<file path="config.mk">
export PLATFORM = sky130hd
export DESIGN_NAME = gift_128_in_ctrl
export DESIGN_NICKNAME = d
export VERILOG_FILES = /design/src/rtl/gift_128_in_ctrl.sv
export SDC_FILE = /design/constraint.sdc
export NUM_CORES = 1
export LEC_CHECK = 0
export CORE_MARGIN = 1
export CORE_UTILIZATION = 25
export DETAILED_ROUTE_END_ITERATION = 10
export PLACE_DENSITY_LB_ADDON = 0.25
export SLEW_MARGIN = 20
export SYNTH_ARGS = -nofsm -noshare
export SYNTH_HDL_FRONTEND = slang
export SYNTH_SLANG_ARGS = --single-unit
export TNS_END_PERCENT = 100
</file>
<file path="constraint.sdc">
create_clock -name clk_i -period 5.5 [get_ports clk_i]
set_clock_uncertainty 0.15 [all_clocks]
set_input_delay 1.1 -clock clk_i [delete_from_list [all_inputs] [get_ports clk_i]]
set_output_delay 1.1 -clock clk_i [all_outputs]
set_load 0.03 [all_outputs]
</file>
<file path="src/rtl/gift_128_in_ctrl.sv">
// Input controller for the GIFT-128 core: packs 32-bit key/data words into 128-bit blocks and
// issues key_ld / enc_start. Define GIFT_IN_CTRL_WDOG_EN to enable the response watchdog.
module gift_128_in_ctrl #(
    parameter int unsigned WDOG_CYCLES = 63
) (
    input  logic         clk_i,
    input  logic         reset_n,
    input  logic [31:0]  s_word,
    input  logic         s_is_key,
    input  logic         s_valid,
    output logic         s_ready,
    output logic         key_ld,
    output logic [127:0] key_in,
    output logic         enc_start,
    output logic [127:0] data_in,
    input  logic         key_process_done_latch,
    input  logic         cipher_done,
    output logic         key_ready,
    output logic         seq_err,
    output logic         err_wdog
);
    typedef enum logic [1:0] {StIdle, StKeyWait, StEncWait} state_e;

    state_e       r_state, w_state_d;
    logic [1:0]   r_wcnt, w_wcnt_d;
    logic [95:0]  r_asm, w_asm_d;
    logic         r_asm_tag, w_asm_tag_d;
    logic [127:0] r_pend, w_pend_d;
    logic         r_pend_tag, w_pend_tag_d;
    logic         r_pend_valid, w_pend_valid_d;
    logic         r_key_ready, w_key_ready_d;
    logic         r_seq_err, w_seq_err_d;
    logic         w_accept, w_mismatch, w_blk_done, w_drop, w_resp, w_wdog_trip;

    if (WDOG_CYCLES < 42 || WDOG_CYCLES > 63) begin : g_bad_wdog
        $error("WDOG_CYCLES must be in 42..63");
    end

    // ---------------------------------------------------------------- word assembly
    assign s_ready    = !(r_pend_valid && (r_wcnt == 2'd3));
    assign w_accept   = s_valid && s_ready;
    assign w_mismatch = w_accept && (r_wcnt != 2'd0) && (s_is_key != r_asm_tag);
    assign w_blk_done = w_accept && !w_mismatch && (r_wcnt == 2'd3);

    // Older words shift out of the top, so a restarted block needs no explicit clear.
    always_comb begin
        w_wcnt_d    = r_wcnt;
        w_asm_d     = r_asm;
        w_asm_tag_d = r_asm_tag;
        if (w_accept) begin
            w_asm_d = {r_asm[63:0], s_word};
            if (w_mismatch) begin
                w_wcnt_d    = 2'd1;
                w_asm_tag_d = s_is_key;
            end else begin
                w_wcnt_d = r_wcnt + 2'd1;
                if (r_wcnt == 2'd0) begin
                    w_asm_tag_d = s_is_key;
                end
            end
        end
    end

    // A completing block takes priority over the clear from issue/drop.
    always_comb begin
        w_pend_d       = r_pend;
        w_pend_tag_d   = r_pend_tag;
        w_pend_valid_d = r_pend_valid;
        if (key_ld || enc_start || w_drop) begin
            w_pend_valid_d = 1'b0;
        end
        if (w_blk_done) begin
            w_pend_d       = {r_asm, s_word};
            w_pend_tag_d   = r_asm_tag;
            w_pend_valid_d = 1'b1;
        end
    end

    // ---------------------------------------------------------------- watchdog
`ifdef GIFT_IN_CTRL_WDOG_EN
    localparam logic [5:0] WdogLast = 6'(WDOG_CYCLES - 1);

    logic [5:0] r_wdog;
    logic       r_err_wdog;

    assign w_wdog_trip = (r_state != StIdle) && !w_resp && (r_wdog == WdogLast);
    assign err_wdog    = r_err_wdog;

    always_ff @(posedge clk_i or negedge reset_n) begin
        if (!reset_n) begin
            r_wdog     <= 6'd0;
            r_err_wdog <= 1'b0;
        end else begin
            r_wdog <= (r_state == StIdle) ? 6'd0 : r_wdog + 6'd1;
            if (w_wdog_trip) begin
                r_err_wdog <= 1'b1;
            end
        end
    end
`else
    assign w_wdog_trip = 1'b0;
    assign err_wdog    = 1'b0;
`endif

    // ---------------------------------------------------------------- sequencer FSM
    assign w_resp = ((r_state == StKeyWait) && key_process_done_latch) ||
                    ((r_state == StEncWait) && cipher_done);

    always_ff @(posedge clk_i or negedge reset_n) begin
        if (!reset_n) begin
            r_state <= StIdle;
        end else begin
            r_state <= w_state_d;
        end
    end

    always_comb begin
        w_state_d = r_state;
        unique case (r_state)
            StIdle: begin
                if (r_pend_valid && r_pend_tag) begin
                    w_state_d = StKeyWait;
                end else if (r_pend_valid && r_key_ready) begin
                    w_state_d = StEncWait;
                end
            end
            StKeyWait: begin
                if (key_process_done_latch || w_wdog_trip) begin
                    w_state_d = StIdle;
                end
            end
            StEncWait: begin
                if (cipher_done || w_wdog_trip) begin
                    w_state_d = StIdle;
                end
            end
            default: w_state_d = StIdle;
        endcase
    end

    // Issue strobes decode from registers only; the core's busy flag is deliberately unused.
    always_comb begin
        key_ld    = 1'b0;
        enc_start = 1'b0;
        w_drop    = 1'b0;
        if ((r_state == StIdle) && r_pend_valid) begin
            if (r_pend_tag) begin
                key_ld = 1'b1;
            end else if (r_key_ready) begin
                enc_start = 1'b1;
            end else begin
                w_drop = 1'b1;
            end
        end
    end

    always_comb begin
        w_key_ready_d = r_key_ready;
        if (key_ld) begin
            w_key_ready_d = 1'b0;
        end else if ((r_state == StKeyWait) && key_process_done_latch) begin
            w_key_ready_d = 1'b1;
        end else if (w_wdog_trip) begin
            w_key_ready_d = 1'b0;
        end
    end

    assign w_seq_err_d = w_mismatch || w_drop;

    // ---------------------------------------------------------------- state registers
    always_ff @(posedge clk_i or negedge reset_n) begin
        if (!reset_n) begin
            r_wcnt       <= 2'd0;
            r_asm        <= 96'd0;
            r_asm_tag    <= 1'b0;
            r_pend       <= 128'd0;
            r_pend_tag   <= 1'b0;
            r_pend_valid <= 1'b0;
            r_key_ready  <= 1'b0;
            r_seq_err    <= 1'b0;
        end else begin
            r_wcnt       <= w_wcnt_d;
            r_asm        <= w_asm_d;
            r_asm_tag    <= w_asm_tag_d;
            r_pend       <= w_pend_d;
            r_pend_tag   <= w_pend_tag_d;
            r_pend_valid <= w_pend_valid_d;
            r_key_ready  <= w_key_ready_d;
            r_seq_err    <= w_seq_err_d;
        end
    end

    assign key_in    = r_pend;
    assign data_in   = r_pend;
    assign key_ready = r_key_ready;
    assign seq_err   = r_seq_err;

endmodule

</file>
==> metrics.csv <==
metric,value,unit
crit-path max cell delay,0.77,ns
Initial Util,25.5,%
largest net degree at the start of global routing,114,
TritonRoute pass-1 iters,4,
"commonest cells after routing, fill and taps aside","297 x clkdlybuf4s50_1, 233 x dfrtp_1, 128 x mux2_2",
clk slew on worst S/H paths,0.06,ns
leakage,6.02,nW
die area,0.0418,mm^2
CTS sink cnt,233,
"Core Util, Final",34.2,%
"Warnings, synthesis",0,
part of the Yosys area used for sequential elements,56.9,%
vias in the first global route,5520,
first-pass GRT wire length,33000,um
via count,5425,
hold path depth,1,
Tcrit/Tclk final,63.8,%
capture point of the worst reg-to-reg path,data_in[2],
initial antenna violation count,0,
share of cells above drive strength 1,33.4,%
WS Path Type,flop to output pin,
worst reg-to-reg path cell count,5,
CTS Hold Bufs,0,
# setup viols final,0,
CP required,4.25,ns
DRT Wirelength,21300,um
worst path bufs/invs,1,
Max Cap Viol,0,
status,completed,
Worst Hold Class,flop to flop,
Synth Cell Area,0.0102,mm^2
hold path start,r_state[0],
Crit Path Max Fanout,6,
Reg area,0.00583,mm^2
peak supply drop,0.349,mV
synth unique cells,24,
fin nets,867,
row count,73,
DRC violations left,0,
synthesized net count,686,
CTS Buf Count,28,
"most common cell after layout, fill and taps aside",clkdlybuf4s50_1,
worst path arrival time,2.26,ns
Critical Path Source Type,flop,
Top Family by Delay on Critical Path,buffers and inverters,
Root Driver,clkbuf_16,
Cell Pwr Density,723,mW/mm^2
worst r2r src,r_wcnt[0],
Fillers,3880,
actual slew at the worst max-slew pin,1.05,ns
Final ANT Viol Nets,0,
Post-CTS Setup Inserts,0,
core footprint,0.0401,mm^2
Die X-Extent,204,um
Max Clk Rate,285,MHz
min Tclk post-route,3.51,ns
final hold vios,0,
die extent in y,204,um
boundary pin count,300,
Setup TNS,0,ns
Worst Setup End Kind,output pin,
CTS H-Tree Depth,1,
Total Routing Usage GR,10.1,%
Vias/cell,3.95,
Antenna Diode Count,0,
headroom to the max-slew limit,30.2,%
RSZ-0062 raised after global routing,no,
number of DRC markers in iteration 0,133,
clock latency on the worst-skew pair,0.54,ns
Synth Instances,646,
multi-input combinational cell area,0.00314,mm^2
PortBufs,298,
Layout area overhead,33.7,%
post-CTS sizing,0,
post-synthesis register bit count,233,
fin. max-slew vios,0,
Routed WL per cell,15.5,um
CTS tree,built,
RD Place Congestion,0.681,
Reg2Reg Setup Slack,2.86,ns
Worst path slowest cell,clkdlybuf4s50_1,
CP Cell Sequence,"nor2_1, nand2_1, nor3b_1, clkdlybuf4s50_1",
syn_area_per_cell,15.9,um^2
Clock Path Buffers,3,
grt ovf,0,
Hold Path Sink,r_state[1],
detailed placement HPWL,13900,um
-- through the flow --
stage          power, W  area (um^2)  hold slack (ns)  setup slack, ns  instances
6_report        0.00991        13700            0.338             1.99       1373
3_5_place_dp    0.00809        12700            0.327             1.79       1322
4_1_cts          0.0101        13700            0.342             1.89       1373
5_1_grt          0.0104        13700            0.360             1.82       1373
2_1_floorplan   0.00652        10200            0.298             2.87        646
3_3_place_gp    0.00806        12700            0.320             1.80       1322
-- worst reg2reg max path, cell delays in order (launching register included) --
cell and delay [ns]:
dfrtp_1 0.37, inv_1 0.07, ha_1 0.27, o2111ai_4 0.86, buf_12 0.38, mux2_2 0.43
-- final cells by class --
class	count	share of cell area, %
clock buffer	42	6.09
tap	525	4.80
inverter	4	0.110
clock inverter	9	0.923
multi-input combinational	255	22.9
sequential	233	42.6
timing repair buffer	305	22.6
-- power by group --
group	switching, W	total [W]	internal [W]
clock network	0.000728	0.00191	0.00118
logic	0.00266	0.00506	0.00240
registers	0.000560	0.00293	0.00237
-- registers in the layout, summed over array words and instances, names as in the netlist --
signal	flops
seq_err	1
r_state	2
r_asm_tag	1
key_ready	1
r_pend_valid	1
data_in	128
r_asm	96
r_wcnt	2
r_pend_tag	1
-- routing by layer --
metal  GRT usage (%)  part of all wire (%)  up-vias
met4            3.60                   2.9        0
met3            2.36                   5.3       40
met5               0                     0        -
li1                -                     -     2458
met1            13.8                    46     2756
met2            15.5                    46      171
-- cells by family after synthesis --
group	after synthesis	synth area share [%]
mux	227	28.6
flops	233	56.9
other cells	1	0.0366
compound gates	11	0.880
fa+ha+maj	2	0.244
xor+xnor	1	0.159
buf+inv	158	12.5
simple gates	13	0.648
-- Yosys cell counts --
cell type	n	area, um^2
nor2_1	3	11.3
mux2_4	99	1490
buf_4	132	991
a21boi_0	1	7.51
o21ai_0	4	20.0
or2_2	1	6.26
o32ai_1	1	8.76
o211a_1	1	10.0
xnor2_2	1	16.3
nor2b_1	1	6.26
inv_1	4	15.0
nor3b_1	1	7.51
o211ai_1	1	7.51
and3_1	1	6.26
conb_1	1	3.75
mux2_2	128	1440
nand2_1	5	18.8
o2111ai_4	1	26.3
ha_1	2	25.0
dfrtp_1	233	5830
buf_2	11	55.1
a21oi_1	2	10.0
buf_12	11	220
nor4bb_1	1	10.0
-- worst max path at each step --
| stage | startpoint | endpoint | slack [ns] | cells after the start |
|---|---|---|---|---|
| after floorplan | r_state[1] | enc_start | 2.87 | 3 |
| after global placement | s_is_key | data_in[0] | 1.80 | 5 |
| after detailed placement | s_is_key | data_in[127] | 1.79 | 5 |
| after CTS | r_state[1] | enc_start | 1.89 | 4 |
| after global routing | r_state[1] | enc_start | 1.82 | 4 |
| final | r_state[1] | enc_start | 1.99 | 4 |
Note: power is estimated with default switching activity, not from simulation.
==> variant 1: new RTL, same settings <==
Add a define of `GIFT_IN_CTRL_WDOG_EN`.
--- a/src/rtl/gift_128_in_ctrl.sv
+++ b/src/rtl/gift_128_in_ctrl.sv
@@ -2,2 +2,4 @@
 // issues key_ld / enc_start. Define GIFT_IN_CTRL_WDOG_EN to enable the response watchdog.
+`define GIFT_IN_CTRL_WDOG_EN
+
 module gift_128_in_ctrl #(
Function: same outputs for any inputs over 4 cycles, from zero or initial values and one cycle with reset_n low; that may be too few to reach the edited logic, so the function may still have changed.
==> variant 1 against the original RTL <==
  * Total power is 0.40% higher
  * Sequential power is 2% higher
  * Setup slack worse by 0.27 ns
  * Maximum frequency down 7.1%
  * Cell count up 2.7%
  * Area after synthesis rose by 2.8%
  * Design area rose by 2.3%
  * Clock power about the same
  * Sequential cell count up 7
  * Wire length shrank 1.0%
  * Critical path type unchanged
  * Critical endpoint unchanged
  * Largest power group unchanged
==> variant 1: results (changes against the original RTL) <==
stage	metric	value	unit	change
sta	max-slew-margin-rel	51.2	%	was 30.2%
pwr	ir_worst_vdd	0.000343	V	was 0.000349 V
pwr	cellLeakagePower	6.16	nW	was 6.02 nW
run_status	status	complete, no violations		unchanged
placed_design	io_buffers	299		was 298
final_layout	layout-drive-gt1-share	32.6	%	was 33.4%
sta	hold_ws	0.328	ns	was 0.338 ns
sta	drv_slew	0		unchanged
worst_hold_path	min_delay_path_depth	1		unchanged
cts	root_buffer	clkbuf_16		unchanged
placed_design	gp_congestion	0.683		was 0.681
placed_design	place_hpwl	14.0	mm	was 13.9 mm
final_layout	nNetsFinal	898		was 867
drt	num_vias	5546		was 5,425
setup_path	cp_max_fo	10		was 6
synthesis	syn_nets	714		was 686
drt	wl_per_cell	14.9	microns	was 15.5 microns
grt	grt.total_usage	9.60	%	was 10.1%
setup_path	reg2reg_from	r_wcnt[0]		unchanged
synthesis	ys_seq_area_share	57.0	%	was 56.9%
synthesis	synth.avg_cell_area	15.7	sq um	was 15.9 sq um
grt	grt_pass1_wl	33.4	mm	was 33.0 mm
cts	numCtsBuffers	29		was 28
setup_path	worst_ep_arrival_time	2.53	ns	was 2.26 ns
setup_path	reg2reg_to	data_in[16]		was data_in[2]
worst_hold_path	hold_class	reg2reg		unchanged
cts	clk_pin_slew	0.06	ns	about the same
worst_hold_path	holdCritStartpoint	err_wdog		was r_state[0]
synthesis	synth_commonest_cells	240 x dfrtp_1, 131 x buf_4, 127 x mux2_2		was 233 x dfrtp_1, 132 x buf_4, 128 x mux2_2
synthesis	yosysUniqueCellTypes	30		was 24
drt	drt_iter0_markers	141		was 133
worst_hold_path	hold_end	err_wdog		was r_state[1]
grt	grt_max_degree	124		was 114
cts	post-cts-setup-buffer-count	0		unchanged
final_layout	fill_cells	3981		was 3,880
setup_path	rrSetupSlack	3.23	ns	was 2.86 ns
grt	grt_pass1_vias	5680		was 5,520
pwr	p_int	5.99	mW	was 5.96 mW
final_layout	diodes	0		unchanged
synthesis	netlist_top_cells_area	dfrtp_1 57%, mux2_4 14%, mux2_2 14%		was dfrtp_1 57%, mux2_4 15%, mux2_2 14%
final_layout	final_cells	1410		was 1,373
-- variant 1: power by group through the flow --
stage	Combinational, mW	Clock (mW)	Sequential (mW)
floorplan	2.76	0	3.81
global placement	5.07	0	3.03
detailed placement	5.09	0	3.04
CTS	5.10	1.99	3.02
global route	5.23	2.06	3.10
finish	5.05	1.91	2.99
-- variant 1: how the worst max path moves through the flow --
stage | start | end | slack [ns] | cells past startpoint
global route | r_state[0] | key_ld | 1.60 | 4
floorplan | s_is_key | data_in[100] | 3.09 | 5
finish | r_state[0] | enc_start | 1.72 | 4
detailed placement | s_is_key | data_in[19] | 2.20 | 5
CTS | r_state[0] | enc_start | 1.66 | 4
global placement | s_is_key | data_in[16] | 2.24 | 5
-- variant 1: final cells by class --
type	instances	area share, %
clock buffer	40	5.83
clock inverter	13	1.05
inverter	8	0.214
multi-input combinational	271	23.2
sequential	240	42.9
tap	532	4.75
timing repair buffer	306	22.1
-- variant 1: cell families after synthesis --
group | Yosys count | share of synthesized area [%]
mux | 226 | 27.7
simple gates | 22 | 0.986
xor+xnor | 4 | 0.404
fa+ha+maj | 4 | 0.475
buf+inv | 161 | 12.2
flops | 240 | 57.0
compound gates | 15 | 1.19
-- variant 1: critical path, stage by stage, from the launching register on --
cell,delay [ns]
dfrtp_1,0.41
nor2_1,0.56
nand4b_1,0.25
inv_1,0.10
clkdlybuf4s50_1,0.67
-- variant 1: per-layer routing --
metal	part of all wire, %	GRT usage [%]	vias up
met3	4.2	1.57	41
met1	46	12.7	2785
li1	-	-	2564
met4	3.2	4.37	0
met5	0	0	-
met2	47	15.4	156
-- variant 1: stage by stage --
| stage | util (%) | total power, mW | setup WS (ns) | area [sq um] |
|---|---|---|---|---|
| after global placement | 31.6 | 8.10 | 2.24 | 13000 |
| after floorplan | - | 6.56 | 3.09 | 10500 |
| after global routing | 34.0 | 10.4 | 1.60 | 14000 |
| after CTS | 34.0 | 10.1 | 1.66 | 14000 |
| after detailed placement | 31.6 | 8.13 | 2.20 | 13000 |
| final | 34.0 | 9.95 | 1.72 | 14000 |
==> variant 2: new RTL, config.mk and constraints unchanged <==
Made on the original files. Put one more register stage on the output `seq_err`, with the module's reset. The value now appears one clock later. The other outputs are not delayed to match.
--- a/src/rtl/gift_128_in_ctrl.sv
+++ b/src/rtl/gift_128_in_ctrl.sv
@@ -195,3 +195,9 @@
     assign key_ready = r_key_ready;
-    assign seq_err   = r_seq_err;
+    always_ff @(posedge clk_i or negedge reset_n) begin
+        if (!reset_n) begin
+            seq_err <= '0;
+        end else begin
+            seq_err <= r_seq_err;
+        end
+    end
 
Behaviour: not the same (a bounded check fails within 4 cycles, from zero or initial values and one cycle with reset_n low).
==> variant 2 against the original RTL <==
  * Area after synthesis up 0.24%
  * Via count down 0.98%
  * Sequential share of layout area up 0.51 points
  * Sequential cell count up 1
  * Utilization down 0.26 points
  * Design area down 0.77%
  * Hold slack worse by 0.14 ns
  * Clock power down 9%
  * Total power down 1.9%
  * Wire length down 4.1%
  * Setup slack better by 0.0014 ns
  * Die area up 0.24%
  * Critical path type unchanged
  * Largest power group unchanged
  * Highest routed layer is now met5
==> variant 2: results (changes against the original RTL) <==
stage	metric	value	unit	change
worst_hold_path	hold_end	seq_err		was r_state[1]
grt	grt.total_usage	9.67	%	was 10.1%
placed_design	dp_cells	1323		was 1,322
grt	grt_pass1_vias	5587		was 5,520
synthesis	netlist_top_cells_area	dfrtp_1 57%, mux2_4 14%, mux2_2 14%		was dfrtp_1 57%, mux2_4 15%, mux2_2 14%
run_status	status	complete, no violations		unchanged
synthesis	syn_nets	687		was 686
final_layout	layout-drive-gt1-share	32.7	%	was 33.4%
final_layout	final_cells	1368		was 1,373
pwr	cellLeakagePower	5.97	nW	was 6.02 nW
placed_design	gp_congestion	0.658		was 0.681
drt	wl	20.4	mm	was 21.3 mm
cts	post-cts-setup-buffer-count	0		unchanged
placed_design	place_ws	2.13	ns	was 1.79 ns
sta	hold_ws	0.199	ns	was 0.338 ns
worst_hold_path	holdCritStartpoint	r_seq_err		was r_state[0]
synthesis	syn-instance-count	647		was 646
pwr	ir_worst_vdd	0.000362	V	was 0.000349 V
drt	drt_iter0_markers	136		was 133
drt	wl_met2	9.42	mm	was 9.71 mm
synthesis	synth-async-reset-ratio	100	%	unchanged
cts	clockBufferDepth	3		unchanged
final_layout	nNetsFinal	868		was 867
synthesis	synth_commonest_cells	234 x dfrtp_1, 132 x buf_4, 128 x mux2_2		was 233 x dfrtp_1, 132 x buf_4, 128 x mux2_2
placed_design	place_area	12700	sq um	unchanged
synthesis	yosysUniqueCellTypes	24		unchanged
placed_design	place_hpwl	13.2	mm	was 13.9 mm
setup_path	reg2reg_to	data_in[2]		unchanged
floorplan	initial_core_util	25.6	%	was 25.5%
worst_hold_path	min_delay_path_depth	0		was 1
setup_path	cp_max_fo	6		unchanged
drt	drt-met1-wl	9.32	mm	was 9.83 mm
setup_path	rrSetupSlack	3.16	ns	was 2.86 ns
cts	cts-resized-gates	0		unchanged
synthesis	ys_seq_area_share	57.0	%	was 56.9%
synthesis	yosysWarningCount	0		unchanged
setup_path	worstRegToRegCells	5		unchanged
drt	num_vias	5372		was 5,425
setup_path	worst_ep_arrival_time	2.26	ns	about the same
final_layout	fill_cells	3901		was 3,880
grt	grt_pass1_wl	32.1	mm	was 33.0 mm
drt	routed-wl-met3	1.20	mm	was 1.13 mm
setup_path	reg2reg_from	r_wcnt[0]		unchanged
grt	antenna_found_initial	1		was 0
synthesis	synth_ff_type	dfrtp_1		unchanged
final_layout	largest_reg_flops	128		unchanged
grt	grt_max_degree	98		was 114
drt	dr.pass1.iters	6		was 4
pwr	p_sw	3.89	mW	was 3.95 mW
cts	clk_latency	0.55	ns	
worst_hold_path	hold_class	reg2reg		unchanged
drt	top_layer	met5		was met4
final_layout	fin_util	33.9	%	was 34.2%
sta	max-slew-margin-rel	39.2	%	was 30.2%
variant 2: cell type report:
cell class | count | area share, %
multi-input combinational | 255 | 23.1
clock inverter | 4 | 0.331
tap | 525 | 4.83
timing repair buffer | 305 | 22.6
inverter | 4 | 0.110
sequential | 234 | 43.1
clock buffer | 41 | 5.97
variant 2: cells by family (layout without fill, tap and decap cells):
logic type,count (synthesis),after routing,share of synthesized area [%]
flip-flops,234,234,57.0
multiplexers,227,227,28.5
buffers and inverters,158,354,12.5
AND/OR/NAND/NOR,13,13,0.646
AO/OA/AOI/OAI,11,11,0.878
adder cells (fa/ha/maj),2,2,0.244
other,1,1,0.0365
XOR/XNOR,1,1,0.158
variant 2: power by group through the flow:
stage | combinational (mW) | sequential (mW) | clock [mW]
finish | 5.04 | 2.94 | 1.74
global placement | 5.06 | 2.97 | 0
global route | 5.26 | 3.05 | 1.90
CTS | 5.09 | 2.97 | 1.83
floorplan | 2.76 | 3.77 | 0
detailed placement | 5.08 | 2.98 | 0
variant 2: per-layer routing:
metal  vias to the layer above  track usage (%)
met5                         -                0
met4                         2             3.97
met3                        27             2.15
met2                       165             14.6
met1                      2728             13.3
li1                       2450                -
variant 2: worst max path at each step:
stage                            end  slack (ns)        from
after CTS                  enc_start        1.93  r_state[1]
after global placement    data_in[1]        2.16    s_is_key
after global routing       enc_start        1.83  r_state[1]
after floorplan            enc_start        2.87  r_state[1]
after detailed placement  data_in[9]        2.13    s_is_key
final                      enc_start        1.99  r_state[1]
variant 2: worst max-delay path, stage by stage (launching register included):
cell and delay, ns:
dfrtp_1 0.42, nor2_1 0.21, nand2_1 0.10, nor3b_1 0.21, clkdlybuf4s50_1 0.78
